<file path="src/rtl/la_iodebounce.sv">
// Pad input conditioner: synchronizer, programmable debounce filter, edge pulses and a
// sticky mode-selectable interrupt flag.
module la_iodebounce #(
  parameter int SYNCW = 2,
  parameter int CNTW  = 8
) (
  input  logic            clk,
  input  logic            nreset,
  input  logic            z,
  input  logic            en,
  input  logic [CNTW-1:0] thresh,
  input  logic [1:0]      irqmode,
  input  logic            clr,
  output logic            out,
  output logic            rise,
  output logic            fall,
  output logic            irq
);

  typedef enum logic [0:0] {StStable, StPend} state_e;

  state_e          state_q, state_d;
  logic [SYNCW-1:0] sync_q;
  logic            s;
  logic [CNTW-1:0] cnt_q, cnt_d;
  logic            out_q, out_d;
  logic            rise_q, rise_d;
  logic            fall_q, fall_d;
  logic            irq_q, irq_d;
  logic            commit;
  logic            irq_set;

  assign s = sync_q[SYNCW-1];

  always_ff @(posedge clk or negedge nreset) begin
    if (!nreset) begin
      sync_q <= '0;
    end else begin
      sync_q <= {sync_q[SYNCW-2:0], z};
    end
  end

  // The first mismatching cycle counts as cycle 0, so a new level is accepted after
  // thresh+1 consecutive mismatching cycles; thresh=0 commits immediately.
  always_comb begin
    state_d = state_q;
    cnt_d   = cnt_q;
    out_d   = out_q;
    rise_d  = 1'b0;
    fall_d  = 1'b0;
    commit  = 1'b0;
    unique case (state_q)
      StStable: begin
        cnt_d = '0;
        if (en && (s != out_q)) begin
          if (thresh == '0) begin
            commit = 1'b1;
          end else begin
            cnt_d   = CNTW'(1);
            state_d = StPend;
          end
        end
      end
      StPend: begin
        if (!en || (s == out_q)) begin
          cnt_d   = '0;
          state_d = StStable;
        end else if (cnt_q >= thresh) begin
          commit = 1'b1;
        end else begin
          cnt_d = cnt_q + CNTW'(1);
        end
      end
      default: begin
        cnt_d   = '0;
        state_d = StStable;
      end
    endcase
    if (commit) begin
      out_d   = s;
      rise_d  = s;
      fall_d  = ~s;
      cnt_d   = '0;
      state_d = StStable;
    end
  end

  // A set on the same edge as a clear takes priority.
  always_comb begin
    irq_set = (rise_d & irqmode[0]) | (fall_d & irqmode[1]);
    irq_d   = irq_q;
    if (irq_set) begin
      irq_d = 1'b1;
    end else if (clr) begin
      irq_d = 1'b0;
    end
  end

  always_ff @(posedge clk or negedge nreset) begin
    if (!nreset) begin
      state_q <= StStable;
      cnt_q   <= '0;
      out_q   <= 1'b0;
      rise_q  <= 1'b0;
      fall_q  <= 1'b0;
      irq_q   <= 1'b0;
    end else begin
      state_q <= state_d;
      cnt_q   <= cnt_d;
      out_q   <= out_d;
      rise_q  <= rise_d;
      fall_q  <= fall_d;
      irq_q   <= irq_d;
    end
  end

  assign out  = out_q;
  assign rise = rise_q;
  assign fall = fall_q;
  assign irq  = irq_q;

endmodule

</file>
<file path="config.mk">
export PLATFORM = sky130hd
export DESIGN_NAME = la_iodebounce
export DESIGN_NICKNAME = d
export VERILOG_FILES = /design/src/rtl/la_iodebounce.sv
export SDC_FILE = /design/constraint.sdc
export NUM_CORES = 1
export LEC_CHECK = 0
export CORE_MARGIN = 4
export CORE_UTILIZATION = 35
export CTS_CLUSTER_SIZE = 24
export DETAILED_ROUTE_END_ITERATION = 16
export HOLD_SLACK_MARGIN = 0.15
export PLACE_DENSITY = 0.63
export SLEW_MARGIN = 20
export SYNTH_ARGS = -nofsm -noshare
export SYNTH_HDL_FRONTEND = slang
export SYNTH_SLANG_ARGS = --single-unit
</file>
<file path="constraint.sdc">
create_clock -name clk -period 2.2 [get_ports clk]
set_input_delay 0.55 -clock clk [delete_from_list [all_inputs] [get_ports clk]]
set_output_delay 0.55 -clock clk [all_outputs]
set_load 0.01 [all_outputs]
</file>
==> out/metrics.cfg <==
[run_status]
run_status=complete, no violations

[logic_synthesis]
netlist.area_leader.share_pct=42.7
postSynthCellCount=85
synthesis.yosys.warnings=0
synth_area_um2=880
synth_largest_area_cell=sky130_fd_sc_hd__dfrtp_1
syn-mean-instance-area_um2=10.3
synth.yosys.seq_area_share_pct=42.7
register_bit_total_from_synthesis=15
yosysUniqueCellTypes=28
postSynthNetCount=109
largest_cells_by_area_after_synthesis=sky130_fd_sc_hd__dfrtp_1 (43%), sky130_fd_sc_hd__ha_1 (13%), sky130_fd_sc_hd__xor2_1 (6.0%)

[final_layout]
finalCoreUtilization_pct=52.4
antenna_cells_inserted=0
final_layout_size_suffix_gt1_share_pct=17.4
nNetsFinal=140
area_growth_syn_to_layout_pct=36.8
fill_cells=216

[worst_setup_path]
worstPathMaxFanout=8
critPathRequiredTime_ps=2390
critPathLaunchType=input pin
criticalPathCategory=in2reg
r2r.worst_path.cells=6
timing.critical_path.to_type=flip-flop
crit_arrival_ps=2350

[floorplanning]
io-pin-count=19
fp.dieArea_mm2=0.00338
floorplan.die.height_um=58.1
core-area_mm2=0.00230
floorplan.initialDensity_pct=38.3
std_cell_rows=17
dieWidth_um=58.1

[cts]
clock_insertion_delay_worst_skew_ps=280
tritoncts=built
clkSlewWorstSetupHoldPaths_ps=90
cts_num_sinks=15
cts_buffers=3
ctsLongestPathBuffers=2
h_tree_depth=1
cts_root_buffer=sky130_fd_sc_hd__clkbuf_4

[sta]
maxSlewHeadroom_pct=65.9
min_period_ps=2160
report.final.setup_viol=0
worst_clk_skew_ps=1.06
finalHoldViolations=0
holdWs_ps=353
worstMarginPinSlew_ps=507
fmaxAchievable_mhz=463
slew_violations=0
layout_worst_path_cycle_share_pct=98.1

[routing]
drt_pass1_iterations=5
first_iter_violations=12
drt-total-wl_um=1850
viasPerCell=5.06
routed_wire_per_std_cell_um=12.9
drtAntennaViolNets=0
drt_drc_violations_left=0
dr_vias=724

[job]
drv_cap=0

[min_path]
whs_path_depth=0
classification_of_the_worst_slack_hold_path=reg2reg

[pwr]
total_power_mw=0.649
power_density_mw_per_mm2=539
vdd_drop_max_uv=322
p_leak_nw=0.576

[placement]
buffer_ports.inserted=18
placer_congestion_estimate=0.775
hpwlAfterDp_um=1530

[global_route]
grt_max_degree=16
via_count_of_the_first_global_routing_pass=737
grt_pass1_wl_um=3260
overflow=0
grt_usage_pct=12.9
grt_antenna_before_repair=0

logic make-up (layout without fill, tap and decap cells):
| kind of cell | count (synthesis) | in the layout | share of synthesized area (%) |
|---|---|---|---|
| and+or+nand+nor | 25 | 25 | 15.2 |
| AOI/OAI and AO/OA | 16 | 16 | 16.1 |
| muxes | 1 | 1 | 1.14 |
| xor gates and xnor gates | 7 | 7 | 6.97 |
| DFF | 15 | 15 | 42.7 |
| adders and majority gates | 9 | 9 | 12.8 |
| buffers and inverters | 12 | 42 | 5.12 |
report_power, final:
group          internal [mW]  leakage (nW)  switching, mW  total, mW
registers              0.294         0.199         0.0201      0.314
clock network         0.0674        0.0177         0.0865      0.154
logic                 0.0976         0.359         0.0837      0.181
total                  0.459         0.576          0.190      0.649
cell usage in the layout (no fill, tap or decap), types with 2 or more instances in the layout:
cell type / count
sky130_fd_sc_hd__a211oi_1: 2
sky130_fd_sc_hd__a21o_1: 2
sky130_fd_sc_hd__a21oi_1: 2
sky130_fd_sc_hd__and3_1: 2
sky130_fd_sc_hd__buf_4: 8
sky130_fd_sc_hd__clkbuf_4: 3
sky130_fd_sc_hd__clkdlybuf4s50_1: 18
sky130_fd_sc_hd__dfrtp_1: 15
sky130_fd_sc_hd__ha_1: 8
sky130_fd_sc_hd__inv_1: 12
sky130_fd_sc_hd__nand3_1: 5
sky130_fd_sc_hd__nor2_1: 8
sky130_fd_sc_hd__nor4_1: 4
sky130_fd_sc_hd__xor2_1: 6
state kept, by name (all words and copies together) (netlist names):
register	cells
out	1
fall	1
irq	1
sync_q	2
rise	1
state_q	1
cnt_q	8
routing by layer:
metal | part of all wire (%) | vias to the layer above | global-route usage, %
met2 | 49 | 15 | 21.6
met5 | 0 | - | 0
met3 | 3.4 | 4 | 2.45
met1 | 45 | 342 | 15.1
met4 | 2.2 | 0 | 7.95
li1 | - | 363 | -
final cells by class:
type | count | area [um2] | share of cell area (%)
multi-input combinational | 58 | 480 | 39.9
sequential | 15 | 375 | 31.2
timing repair buffer | 26 | 240 | 20.0
inverter | 12 | 45.0 | 3.74
tap | 28 | 35.0 | 2.91
clock buffer | 3 | 22.5 | 1.87
clock inverter | 1 | 5.00 | 0.416
synth_stat cells (all sizes together):
| cell type | number |
|---|---|
| xnor2 | 1 |
| o21ai | 1 |
| a211o | 2 |
| and3 | 2 |
| a21oi | 2 |
| nand3 | 5 |
| o21ba | 1 |
| nor2 | 8 |
| o2111a | 1 |
| nand3b | 1 |
| inv | 12 |
| o32ai | 1 |
| dfrtp | 15 |
| nor3b | 1 |
| a311oi | 1 |
| nand2 | 1 |
| a21o | 2 |
| nand4 | 1 |
| ha | 9 |
| o211ai | 1 |
| a211oi | 3 |
| and2 | 1 |
| nand2b | 1 |
| mux2i | 1 |
| nor4 | 4 |
| xor2 | 6 |
| o41ai | 1 |
final timing paths:
check	start	to	slack [ps]
min in group asynchronous	nreset	irq	570
min reg2reg	sync_q[0]	sync_q[1]	350
max	thresh[6]	cnt_q[0]	40
min	sync_q[0]	sync_q[1]	350
max reg2reg	cnt_q[0]	cnt_q[0]	310
max in group asynchronous	nreset	out	1460
metrics by stage:
stage | setup TNS (ps) | setup WS, ps | instance area, um2 | cells
finish | 0 | 42.4 | 1200 | 143
global route | -12.2 | -12.2 | 1200 | 143
CTS | 0 | 27.8 | 1170 | 142
detailed placement | -2620 | -304 | 1150 | 138
global placement | -2280 | -265 | 1150 | 138
floorplan | 0 | 276 | 880 | 85
critical path, cell delays in order:
cell	delay, ps
sky130_fd_sc_hd__clkdlybuf4s50_1	480
sky130_fd_sc_hd__inv_1	70
sky130_fd_sc_hd__ha_4	240
sky130_fd_sc_hd__a21o_1	150
sky130_fd_sc_hd__a211o_1	310
sky130_fd_sc_hd__a211o_4	360
sky130_fd_sc_hd__o32ai_2	200
repair_timing:
action,4_1_cts,5_1_grt
endpoints found under the setup margin,1,2
buffers inserted,0,1
cloned,0,0
pin swaps,1,2
gates resized for setup,0,3
hold buffers,0,0
No activity file was read; power rests on OpenSTA's default activity.
